`src/rtl/seq_mult_param.sv`:
```
// seq_mult_param: shift-add multiplier with signed/unsigned mode, early exit, and a held result
module seq_mult_param #(
    parameter int WIDTH = 32,
    parameter int CNT_W = 6
) (
    input  logic                 clk,
    input  logic                 reset,
    input  logic                 start,
    input  logic                 is_signed,
    input  logic [WIDTH-1:0]     opA,
    input  logic [WIDTH-1:0]     opB,
    output logic                 busy,
    output logic                 done,
    output logic [2*WIDTH-1:0]   result,
    output logic [CNT_W-1:0]     cycles
);
    typedef enum logic [1:0] {IDLE, RUN, DONE} state_t;
    state_t state, state_next;
    logic [2*WIDTH-1:0] acc, a_sh, acc_next;
    logic [WIDTH-1:0]   b_sh, mag_a, mag_b;
    logic [CNT_W-1:0]   cnt, cnt_next;
    logic               neg, last, accept;
    // Operand magnitudes, next iteration values, and the early-exit condition
    always_comb begin
        mag_a    = (is_signed && opA[WIDTH-1]) ? -opA : opA;
        mag_b    = (is_signed && opB[WIDTH-1]) ? -opB : opB;
        acc_next = acc + (b_sh[0] ? a_sh : '0);
        cnt_next = cnt + CNT_W'(1);
        last     = (b_sh[WIDTH-1:1] == '0) || (cnt_next == CNT_W'(WIDTH));
        accept   = start && (state != RUN);
    end
    // State register
    always_ff @(posedge clk) begin
        if (reset) state <= IDLE;
        else       state <= state_next;
    end
    // Next state and status flags; a start from DONE goes straight back to RUN
    always_comb begin
        state_next = accept ? RUN : ((state == RUN) && last) ? DONE : state;
        busy       = (state == RUN);
        done       = (state == DONE);
    end
    // Datapath: latch magnitudes on start, shift-add while running, publish on the last iteration
    always_ff @(posedge clk) begin
        if (reset) begin
            acc    <= '0;
            a_sh   <= '0;
            b_sh   <= '0;
            cnt    <= '0;
            neg    <= 1'b0;
            result <= '0;
            cycles <= '0;
        end else if (accept) begin
            acc    <= '0;
            a_sh   <= {{WIDTH{1'b0}}, mag_a};
            b_sh   <= mag_b;
            cnt    <= '0;
            neg    <= is_signed && (opA[WIDTH-1] ^ opB[WIDTH-1]);
        end else if (state == RUN) begin
            acc    <= acc_next;
            a_sh   <= a_sh << 1;
            b_sh   <= b_sh >> 1;
            cnt    <= cnt_next;
            if (last) begin
                result <= neg ? -acc_next : acc_next;
                cycles <= cnt_next;
            end
        end
    end
endmodule

```
`config.mk`:
```
export PLATFORM = sky130hd
export DESIGN_NAME = seq_mult_param
export DESIGN_NICKNAME = d
export VERILOG_FILES = /design/src/rtl/seq_mult_param.sv
export SDC_FILE = /design/constraint.sdc
export NUM_CORES = 1
export LEC_CHECK = 0
export BUFFER_PORTS_ARGS = -buffer_cell sky130_fd_sc_hd__buf_2
export CORE_UTILIZATION = 45
export CTS_BUF_LIST = sky130_fd_sc_hd__clkbuf_8 sky130_fd_sc_hd__clkbuf_16
export CTS_CLUSTER_SIZE = 30
export DETAILED_ROUTE_END_ITERATION = 8
export PLACE_DENSITY = 0.65
export SLEW_MARGIN = 10
export SYNTH_ARGS = -nofsm -noshare
export SYNTH_HDL_FRONTEND = slang
export SYNTH_SLANG_ARGS = --single-unit
```
`constraint.sdc`:
```
create_clock -name clk -period 4.8 [get_ports clk]
set_input_delay 0.96 -clock clk [delete_from_list [all_inputs] [get_ports clk]]
set_output_delay 0.96 -clock clk [all_outputs]
set_load 0.01 [all_outputs]
```
After elaboration in Yosys (flattened, before gate mapping). Index checks and enable logic that the tools add are counted. Widths: inputs -> output; s select.

Add/sub/neg operators: 5. Equal/unequal tests: 4. Mux-type cells: 10. Bitwise operators: 2. Reduce and logical (&&, ||, !) cells: 11.

Operator list (number): $mux 32 (6); $mux 64 (2); $add 64x64->64 (1); $neg 32->32 (2); $neg 64->64 (1); $logic_not 31->1 (1); $add 6x1->6 const B (1); $eq 6x6->1 const B (1); $logic_and 1x1->1 (5); $reduce_bool 2->1 (2); $reduce_and 3->1 (1); $eq 2x1->1 const B (1); $eq 2x2->1 const B (1); $mux 1 (2); $ne 2x1->1 const B (1); $reduce_or 2->1 (1); $logic_or 1x1->1 (1); $not 1->1 (1); $xor 1x1->1 (1).

Register bits: 239. Output and inout bits: 72.

Logic depth before layout (Yosys ltp). Gate-level depths: netlist of run 1.

Word-level depth: 6. Mapped depth: 20. Depth with buffers taken out: 16.

Worst setup path before layout of run 1. No wires, ideal clock.

Kind: reg2reg. Start point: register b_sh[0]. End point: register result[56]. Arrival: 4570 ps. Slack: 144 ps. Stages on the path, launching flop included: 20. Path buffers: 3. Cell sequence: dfxtp_1 clkbuf_1 clkbuf_1 and2_1 ha_1 inv_1 fa_1 nand2b_1 a21o_4 a2111oi_4 o31ai_2 a222oi_1 and4_1 buf_4 nand4_1 or3_1 or3_1 o31ai_2 xor2_1 a211oi_1.

Word-level cells in the longest chain between the ends: 4.

Ends and longest elaborated chain: start: declaration (line 20) `logic [WIDTH-1:0] b_sh, mag_a, mag_b;`; start signal: assignment (line 56) `b_sh <= mag_b;`; start signal: assignment (line 62) `b_sh <= b_sh >> 1;`; $mux 64 * (line 27) `acc_next = acc + (b_sh[0] ? a_sh : '0);`; $add 64x64->64 * (line 27); $neg 64->64 (line 65) `result <= neg ? -acc_next : acc_next;`; $mux 64 * (line 65); end signal: assignment (line 65); end: declaration (line 14) `output logic [2*WIDTH-1:0] result,`.

Every way passes the cells marked *; elsewhere a longest branch is shown, timed or not. A chain may end at the register's enable or synchronous reset.

Final worst setup path of run 1.
Start point: register b_sh[0]. End point: register result[62].

Same word-level chain as after synthesis.

==> flow_summary.json, run 1 <==
{
  "status": "finished clean",
  "cts_buffers": 28,
  "slowest_delay_ps": 480,
  "timing.final.ws_setup_ps": 145,
  "start_kind": "flip-flop",
  "viasPerCell": 5.93,
  "post_drt_wl_per_cell_microns": 19.1,
  "grt_first_pass_wirelength_microns": 90900,
  "rows": 71,
  "period_share_pct": 97.0,
  "critPathBufInv": 2,
  "crit_chain": "buf_8 > and2_1 > ha_1 > buf_4 > nand2_1 > o21ai_1 > o31ai_1 > a21o_1 > a2111oi_2 > nand3_2 > a2111o_1 > or4_4 > or3_4 > o31ai_4 > xnor2_1 > o21ai_1",
  "final_antenna_net_count": 0,
  "drtPass1Iterations": 5,
  "finalHoldViolCount": 0,
  "cts.sinks": 239,
  "tritoncts": "yes",
  "preCtsSetupSlack_ps": -143,
  "antenna_found_initial": 1,
  "power_w": 0.00515,
  "hold_buffers": 0,
  "cp-end-kind": "flip-flop",
  "antenna_cells": 0,
  "ctsRootBufferMaster": "clkbuf_16",
  "required_ps": 5220,
  "clockBufferDepth": 3,
  "reg2reg_setup_slack_ps": 150,
  "synth_ff_type": "dfxtp_1",
  "fmax_mhz": 215,
  "hold_class": "reg -> reg",
  "synth_cell_types": 99,
  "worstPathArrival_ps": 5080,
  "pin_count": 140,
  "fin_tns_setup_ps": 0,
  "syn_area_per_cell_sq_um": 7.31,
  "fin_nets": 2688,
  "synth_top_area_share_pct": 27.6,
  "drv_slew": 0,
  "grt.total_usage_pct": 29.4,
  "crit_fanout": 45,
  "power-per-cell-area_nw_per_um2": 252,
  "syn_inst": 2370,
  "synthTopCellsByArea": "dfxtp_1, a21oi_1, nand2_1",
  "hpwl_microns": 45300,
  "syn_area_sq_um": 17300,
  "drt-initial-drc-count": 1614,
  "syn_nets": 2506,
  "final_layout_size_suffix_gt1_share_pct": 17.2,
  "area_growth_pct": 18.2,
  "setup_viol": 0,
  "layout_commonest_cell": "nand2_1",
  "layout.cells.most_common_list": "nand2_1, nor2_1, a21oi_1",
  "grt_overflow": 0,
  "relSlewSlack_pct": 18.4,
  "fp.coreArea_sq_um": 37800,
  "power_leakage_nw": 8.14,
  "crit_family": "compound AO/OA/AOI/OAI gates",
  "final.min_clock_period_ps": 4650,
  "dieHeight_microns": 198,
  "synth-edff-count": 0,
  "wirelength_microns": 58900,
  "dieArea_sq_um": 39300,
  "remaining_drc_errors": 0,
  "critical_path_class": "reg -> reg",
  "place.gp.congestion": 0.997,
  "ys_seq_area_share_pct": 27.6,
  "clock_skew_ps": 15.4,
  "start_util_pct": 45.9,
  "crit_slowest_cell": "a2111oi_2",
  "clk_pin_slew_ps": 70,
  "cap_violations": 0,
  "synthArstFlopShare_pct": 0,
  "grt_pass1_vias": 16600,
  "synth_top_area_cell": "dfxtp_1",
  "insertion_delay_ps": 570,
  "irDropWorstVdd_mv": 0.264,
  "die_w_microns": 198,
  "worst_slew_pin_slew_ps": 1220,
  "synth-seq-cells": 239,
  "grt_max_degree": 116,
  "synth_warnings": 0,
  "crit_top_cell": "o21ai_1",
  "numPortBuffers": 139,
  "vias": 18300,
  "cts-htree-levels": 1
}
-- area by class of cell --
cell class                      count  area [sq um]
Clock inverter                     18           206
Sequential cell                   239          4790
Fill cell                        3758         17300
Multi-Input combinational cell   1950         12000
Timing Repair Buffer              308          1980
Clock buffer                       31           753
Inverter                           25          98.8
Tap cell                          511           639
-- cell usage after synthesis (33+ instances only) --
cell,count
nand2_1,332
a21oi_1,273
xnor2_1,71
dfxtp_1,239
nor3_1,47
ha_1,67
clkbuf_1,108
a211oi_1,106
o21ai_0,97
and2_1,83
nand3_1,33
nand4_1,48
xor2_1,76
or3_1,36
nor2_1,283
-- per-layer routing --
| metal | global-route usage (%) | part of all wire [%] | vias up |
|---|---|---|---|
| met3 | 4.28 | 7.5 | 97 |
| met5 | 0 | 0 | - |
| met2 | 43.9 | 42 | 633 |
| met1 | 43.2 | 48 | 8593 |
| li1 | - | - | 8956 |
| met4 | 8.50 | 2.7 | 0 |
-- where the power goes --
part / total, W / leakage (nW) / switching, W / internal (W)
clock network: 0.00225 / 0.486 / 0.000904 / 0.00134
logic: 0.000808 / 5.71 / 0.000505 / 0.000302
registers: 0.00209 / 1.94 / 0.0000562 / 0.00204
total: 0.00515 / 8.14 / 0.00147 / 0.00368
-- worst register-to-register path: cells and delay by family (launching register included) --
| kind | cells | cell delay (ps) |
|---|---|---|
| compound gates | 7 | 1980 |
| buf+inv | 2 | 380 |
| fa+ha+maj | 1 | 330 |
| simple gates | 5 | 1360 |
| xor+xnor | 1 | 150 |
| flops | 1 | 340 |
-- kinds of logic after synthesis --
| kind of cell | count (synthesis) | synth area share, % |
|---|---|---|
| mux | 13 | 0.766 |
| flops | 239 | 27.6 |
| fa+ha+maj | 68 | 4.96 |
| simple gates | 981 | 26.9 |
| buf+inv | 181 | 4.36 |
| xor+xnor | 147 | 7.44 |
| compound gates | 741 | 27.9 |
-- registers in the layout, summed over array words and instances (netlist names) --
name	flops
acc	64
neg	1
a_sh	64
result	64
cnt	6
state	2
cycles	6
b_sh	32
-- metrics by stage --
stage / instances / area [sq um] / hold slack (ps) / utilization, %
floorplan: 2370 / 17300 / 435 / -
global placement: 3025 / 19200 / 436 / 50.9
detailed placement: 3025 / 19200 / 441 / 50.9
CTS: 3074 / 20200 / 456 / 53.5
global route: 3082 / 20500 / 479 / 54.2
finish: 3082 / 20500 / 451 / 54.2
-- path summary, 6_finish.rpt --
check,from,depth (start not counted),to
worst max register to register,b_sh[0],16,result[62]
worst min register to register,result[54],2,result[54]
worst max-delay path,b_sh[0],16,result[62]
worst min-delay path,result[54],2,result[54]
-- timing repair --
item / in CTS / in global routing
buffers inserted: 0 / 8
setup endpoints to repair: 6 / 25
pin swaps: 0 / 18
resized for setup: 2 / 44
Note: power is estimated with default switching activity, not from simulation.
==> run 2: changes to the inputs <==
--- a/config.mk
+++ b/config.mk
@@ -8,7 +8,6 @@
 export BUFFER_PORTS_ARGS = -buffer_cell sky130_fd_sc_hd__buf_2
 export CORE_UTILIZATION = 45
 export CTS_BUF_LIST = sky130_fd_sc_hd__clkbuf_8 sky130_fd_sc_hd__clkbuf_16
-export CTS_CLUSTER_SIZE = 30
 export DETAILED_ROUTE_END_ITERATION = 8
 export PLACE_DENSITY = 0.65
 export SLEW_MARGIN = 10
==> constraint.sdc (replaced) <==
create_clock -name clk -period 4.8 [get_ports clk]
set_input_delay 1.44 -clock clk [delete_from_list [all_inputs] [get_ports clk]]
set_output_delay 1.44 -clock clk [all_outputs]
set_load 0.01 [all_outputs]
==> flow_summary.json, run 2 (same netlist as run 1, synthesis figures left out) <==
{
  "cap_violations": 0,
  "tritoncts": "yes",
  "pin_count": 140,
  "drt-initial-drc-count": 1336,
  "cts-htree-levels": 1,
  "cts_buffers": 28,
  "power_w": 0.00510,
  "cts.sinks": 239,
  "holdWs_ps": 453,
  "status": "finished clean",
  "power-per-cell-area_nw_per_um2": 240,
  "worstPathArrival_ps": 5140,
  "vias": 18500,
  "start_util_pct": 45.9,
  "setup_viol": 0,
  "cp-end-kind": "flip-flop",
  "required_ps": 5220,
  "fp.coreArea_sq_um": 37800,
  "clk_pin_slew_ps": 60,
  "multiInputGateArea_sq_um": 12200,
  "antenna_cells": 0,
  "start_kind": "flip-flop",
  "layout_commonest_cell": "nand2_1",
  "power_leakage_nw": 8.55,
  "crit_chain": "and2_4 > ha_4 > inv_2 > fa_2 > nand2b_4 > a21o_4 > a2111oi_4 > o211ai_1 > a31o_1 > o211ai_1 > nand2_1 > buf_4 > or4_4 > or3_4 > o31ai_4 > xnor2_1 > o21ai_1",
  "layout.cells.most_common_list": "nand2_1, nor2_1, a21oi_1",
  "place.gp.congestion": 0.984,
  "antenna_found_initial": 0,
  "top_regs": "a_sh x64, acc x64, result x64",
  "die_w_microns": 198,
  "regToRegEndpoint": "result[62]",
  "whs_endpoint": "result[59]",
  "min_from": "result[59]",
  "drtPass1Iterations": 5,
  "dpl_cell_area_sq_um": 19800,
  "hold_class": "reg -> reg",
  "viasPerCell": 5.86,
  "wirelength_microns": 63000,
  "numPortBuffers": 139,
  "hpwl_microns": 48800,
  "final.min_clock_period_ps": 4710,
  "finalHoldViolCount": 0,
  "rows": 71,
  "grt_max_degree": 165,
  "ff_latch_area_sq_um": 4790,
  "finalInstanceArea_sq_um": 21200,
  "crit_top_cell": "o211ai_1",
  "dieHeight_microns": 198,
  "min_path_cells": 2,
  "r2r_cells": 17,
  "fin_nets": 2764,
  "final_antenna_net_count": 0,
  "critical_path_class": "reg -> reg",
  "slowest_delay_ps": 680,
  "remaining_drc_errors": 0,
  "period_share_pct": 98.2,
  "irDropWorstVdd_mv": 0.284,
  "grt_overflow": 0,
  "reg2reg_setup_slack_ps": 90,
  "grt_first_pass_wirelength_microns": 96800,
  "worst_slew_pin_slew_ps": 1030,
  "final_util_pct": 56.3,
  "grt_pass1_vias": 16900,
  "num-fill-cells": 3653,
  "ctsRootBufferMaster": "clkbuf_16",
  "area_growth_pct": 22.7,
  "crit_fanout": 7,
  "grt.total_usage_pct": 31.8,
  "post_drt_wl_per_cell_microns": 20.0,
  "r2r_start": "b_sh[0]",
  "drv_slew": 0,
  "clockBufferDepth": 3,
  "insertion_delay_ps": 570,
  "rsz0062_at_grt": "true",
  "clock_skew_ps": 20.4,
  "final_layout_size_suffix_gt1_share_pct": 20.7,
  "relSlewSlack_pct": 31.1,
  "fmax_mhz": 212,
  "dieArea_sq_um": 39300,
  "crit_slowest_cell": "a2111oi_4"
}
[run 2: changes by cell type in the layout (fill, tap and decap cells not counted), sizes merged]
cell | before | now
clkinv | 4 | 7
buf | 308 | 384
clkbuf | 31 | 35
clkinvlp | 2 | 1
bufinv | 4 | 2
inv | 33 | 28
[run 2: layout make-up]
type                            count  share of cell area, %
Clock buffer                       35                   3.80
Clock inverter                     13                  0.536
Inverter                           25                  0.465
Multi-Input combinational cell   1950                   57.4
Sequential cell                   239                   22.5
Tap cell                          511                   3.01
Timing Repair Buffer              384                   12.3
[run 2: metal layers]
| layer | GRT usage (%) | share of wire, % | wire length [microns] |
|---|---|---|---|
| met5 | 0 | 0 | 0 |
| met4 | 7.15 | 1.9 | 1190 |
| met3 | 6.08 | 7.9 | 5000 |
| met2 | 47.5 | 43 | 26800 |
| met1 | 46.5 | 48 | 30000 |
[run 2: report_power, final]
group | total, W | leakage, nW | switching (W) | internal (W)
Sequential | 0.00210 | 1.94 | 0.0000589 | 0.00204
Combinational | 0.000856 | 6.14 | 0.000523 | 0.000332
Clock | 0.00215 | 0.472 | 0.000864 | 0.00128
[run 2: how the worst max path moves through the flow]
stage,from,end,slack [ps],depth (start not counted)
after global placement,b_sh[0],result[63],-60,17
final,b_sh[0],result[62],90,17
after floorplan,b_sh[0],result[56],140,19
after global routing,b_sh[0],result[62],-70,17
after CTS,b_sh[0],result[62],8,17
after detailed placement,b_sh[0],result[63],-90,16
[run 2: what timing repair did]
item                       CTS  global route
hold buffers                 0             0
setup endpoints to repair    6            27
pin swaps                    5            27
resized for setup            8            73
buffers inserted             0            10
cloned                       1             0
[run 2: stage by stage]
stage | setup WS, ps | setup TNS (ps) | std cells
after CTS | 8.38 | 0 | 3147
after global placement | -63.2 | -220 | 3098
after floorplan | 144 | 0 | 2370
after detailed placement | -93.9 | -111 | 3098
after global routing | -71.7 | -266 | 3157
final | 86.5 | 0 | 3157
[run 2: worst max-delay path, delay by kind of cell (launching register included)]
family	cells	cell delay [ps]
AOI/OAI and AO/OA	7	1910
and+or+nand+nor	5	1430
adders and majority gates	2	470
DFF	1	430
buffers and inverters	2	180
xor gates and xnor gates	1	140
==> run 3: changes to the inputs <==
--- a/config.mk
+++ b/config.mk
@@ -6,10 +6,10 @@
 export NUM_CORES = 1
 export LEC_CHECK = 0
 export BUFFER_PORTS_ARGS = -buffer_cell sky130_fd_sc_hd__buf_2
+export CORE_MARGIN = 5
 export CORE_UTILIZATION = 45
 export CTS_BUF_LIST = sky130_fd_sc_hd__clkbuf_8 sky130_fd_sc_hd__clkbuf_16
 export DETAILED_ROUTE_END_ITERATION = 8
-export PLACE_DENSITY = 0.65
 export SLEW_MARGIN = 10
 export SYNTH_ARGS = -nofsm -noshare
 export SYNTH_HDL_FRONTEND = slang
==> constraint.sdc (replaced) <==
create_clock -name clk -period 4.4 [get_ports clk]
set_input_delay 1.32 -clock clk [delete_from_list [all_inputs] [get_ports clk]]
set_output_delay 1.32 -clock clk [all_outputs]
set_load 0.01 [all_outputs]
==> flow_summary.json, run 3 (same netlist as run 1, synthesis figures left out) <==
{
  "status": "finished with violations",
  "violations": "setup timing",
  "final_util_pct": 64.6,
  "hold_class": "reg -> reg",
  "post_drt_wl_per_cell_microns": 19.9,
  "power_leakage_nw": 10.1,
  "crit_chain": "buf_12 > buf_16 > and2_4 > ha_4 > o211ai_1 > a21o_4 > a2111oi_4 > o31ai_2 > a222oi_1 > buf_4 > and4_4 > nand4_1 > or3_4 > or3_4 > o31ai_4 > xor2_1 > a211oi_1",
  "finalHoldViolCount": 0,
  "grt_overflow": 0,
  "drt-initial-drc-count": 1629,
  "cts-htree-levels": 1,
  "numPortBuffers": 139,
  "slowest_delay_ps": 560,
  "layout_commonest_cell": "buf_4",
  "top_regs": "a_sh x64, acc x64, result x64",
  "cap_violations": 0,
  "tritoncts": "yes",
  "setup_viol": 10,
  "drtPass1Iterations": 6,
  "power_w": 0.00582,
  "hpwl_microns": 51800,
  "final.min_clock_period_ps": 4550,
  "worst_slew_pin_slew_ps": 1180,
  "final_antenna_net_count": 0,
  "fp.coreArea_sq_um": 37800,
  "power-per-cell-area_nw_per_um2": 238,
  "crit_top_cell": "or3_4",
  "whs_endpoint": "result[39]",
  "cp.depth": 17,
  "dieArea_sq_um": 42500,
  "r2r_start": "b_sh[0]",
  "crit_family": "compound AO/OA/AOI/OAI gates",
  "min_path_cells": 2,
  "clock_skew_ps": 9.67,
  "clk_pin_slew_ps": 60,
  "irDropWorstVdd_mv": 0.321,
  "crit_slowest_cell": "a2111oi_4",
  "place.gp.congestion": 0.980,
  "ctsRootBufferMaster": "clkbuf_16",
  "vias": 19800,
  "final_layout_size_suffix_gt1_share_pct": 31.9,
  "fin_nets": 3029,
  "die_w_microns": 206,
  "insertion_delay_ps": 590,
  "critical_path_class": "reg -> reg",
  "hold_buffers": 0,
  "cp-end-kind": "flip-flop",
  "crit_fanout": 7,
  "grt_pass1_vias": 18500,
  "grt.total_usage_pct": 30.9,
  "wirelength_microns": 68200,
  "layout.cells.most_common_list": "buf_4, nand2_1, nor2_1",
  "relSlewSlack_pct": 20.8,
  "final_cell_count_no_fill": 3421,
  "start_util_pct": 45.8,
  "rsz0062_at_grt": "true",
  "area_growth_pct": 41.1,
  "dieHeight_microns": 206,
  "dpl_cell_area_sq_um": 21500,
  "start_kind": "flip-flop",
  "placed_cells": 3319,
  "regToRegEndpoint": "result[56]",
  "rows": 71,
  "worstPathArrival_ps": 5000,
  "antenna_found_initial": 3,
  "required_ps": 4850,
  "period_share_pct": 103,
  "remaining_drc_errors": 0,
  "reg2reg_setup_slack_ps": -150,
  "antenna_cells": 0,
  "cts_buffers": 29,
  "grt_max_degree": 222,
  "cts.sinks": 239,
  "r2r_cells": 17,
  "critPathBufInv": 3,
  "fmax_mhz": 220,
  "timing.final.ws_setup_ps": -153,
  "min_from": "result[39]",
  "pin_count": 140,
  "grt_first_pass_wirelength_microns": 104000,
  "viasPerCell": 5.78,
  "drv_slew": 0,
  "clockBufferDepth": 3,
  "finalInstanceArea_sq_um": 24400
}
## run 3: worst register-to-register path, cell delays in order (launching register included)
cell       delay [ps]
dfxtp_4           370
buf_12            140
buf_16            150
and2_4            150
ha_4              290
o211ai_1          120
a21o_4            230
a2111oi_4         560
o31ai_2           130
a222oi_1          330
buf_4             180
and4_4            270
nand4_1           110
or3_4             420
or3_4             460
o31ai_4           270
xor2_1            160
a211oi_1           80
## run 3: report_power, final
part / switching [W] / total, W / internal, W
sequential: 0.0000670 / 0.00229 / 0.00222
clock: 0.000996 / 0.00240 / 0.00140
combinational: 0.000650 / 0.00114 / 0.000488
## run 3: layout make-up
| type | count | area, sq um |
|---|---|---|
| fill | 3421 | 13400 |
| timing repair buffer | 648 | 4730 |
| tap | 511 | 639 |
| multi-input combinational | 1950 | 13200 |
| clock buffer | 31 | 753 |
| inverter | 25 | 98.8 |
| sequential | 239 | 4790 |
| clock inverter | 17 | 175 |
## run 3: how the worst max path moves through the flow
stage,from,to,slack [ps]
floorplan,b_sh[0],result[56],-20
global placement,b_sh[0],result[37],-540
detailed placement,b_sh[0],result[37],-470
CTS,b_sh[0],result[62],-130
global route,b_sh[0],result[63],-280
finish,b_sh[0],result[56],-150
## run 3: timing repair
item,4_1_cts,5_1_grt
pin swaps,50,67
setup endpoints to repair,38,36
gates cloned,2,0
gates resized for setup,125,136
buffers inserted,42,17
## run 3: metrics by stage
step | setup slack, ps | setup TNS [ps] | hold slack, ps
floorplan | -15.3 | -15.3 | 435
finish | -153 | -860 | 452
CTS | -126 | -765 | 455
global placement | -536 | -9980 | 438
global route | -275 | -3000 | 480
detailed placement | -469 | -10370 | 445
## run 3: layer usage
layer  GRT usage (%)  vias up  share of wire, %
li1                -     9628                 -
met1            46.2     9332                46
met5               0        -                 0
met4            7.20        0               2.6
met3            3.91      106               7.9
met2            47.4      707                43
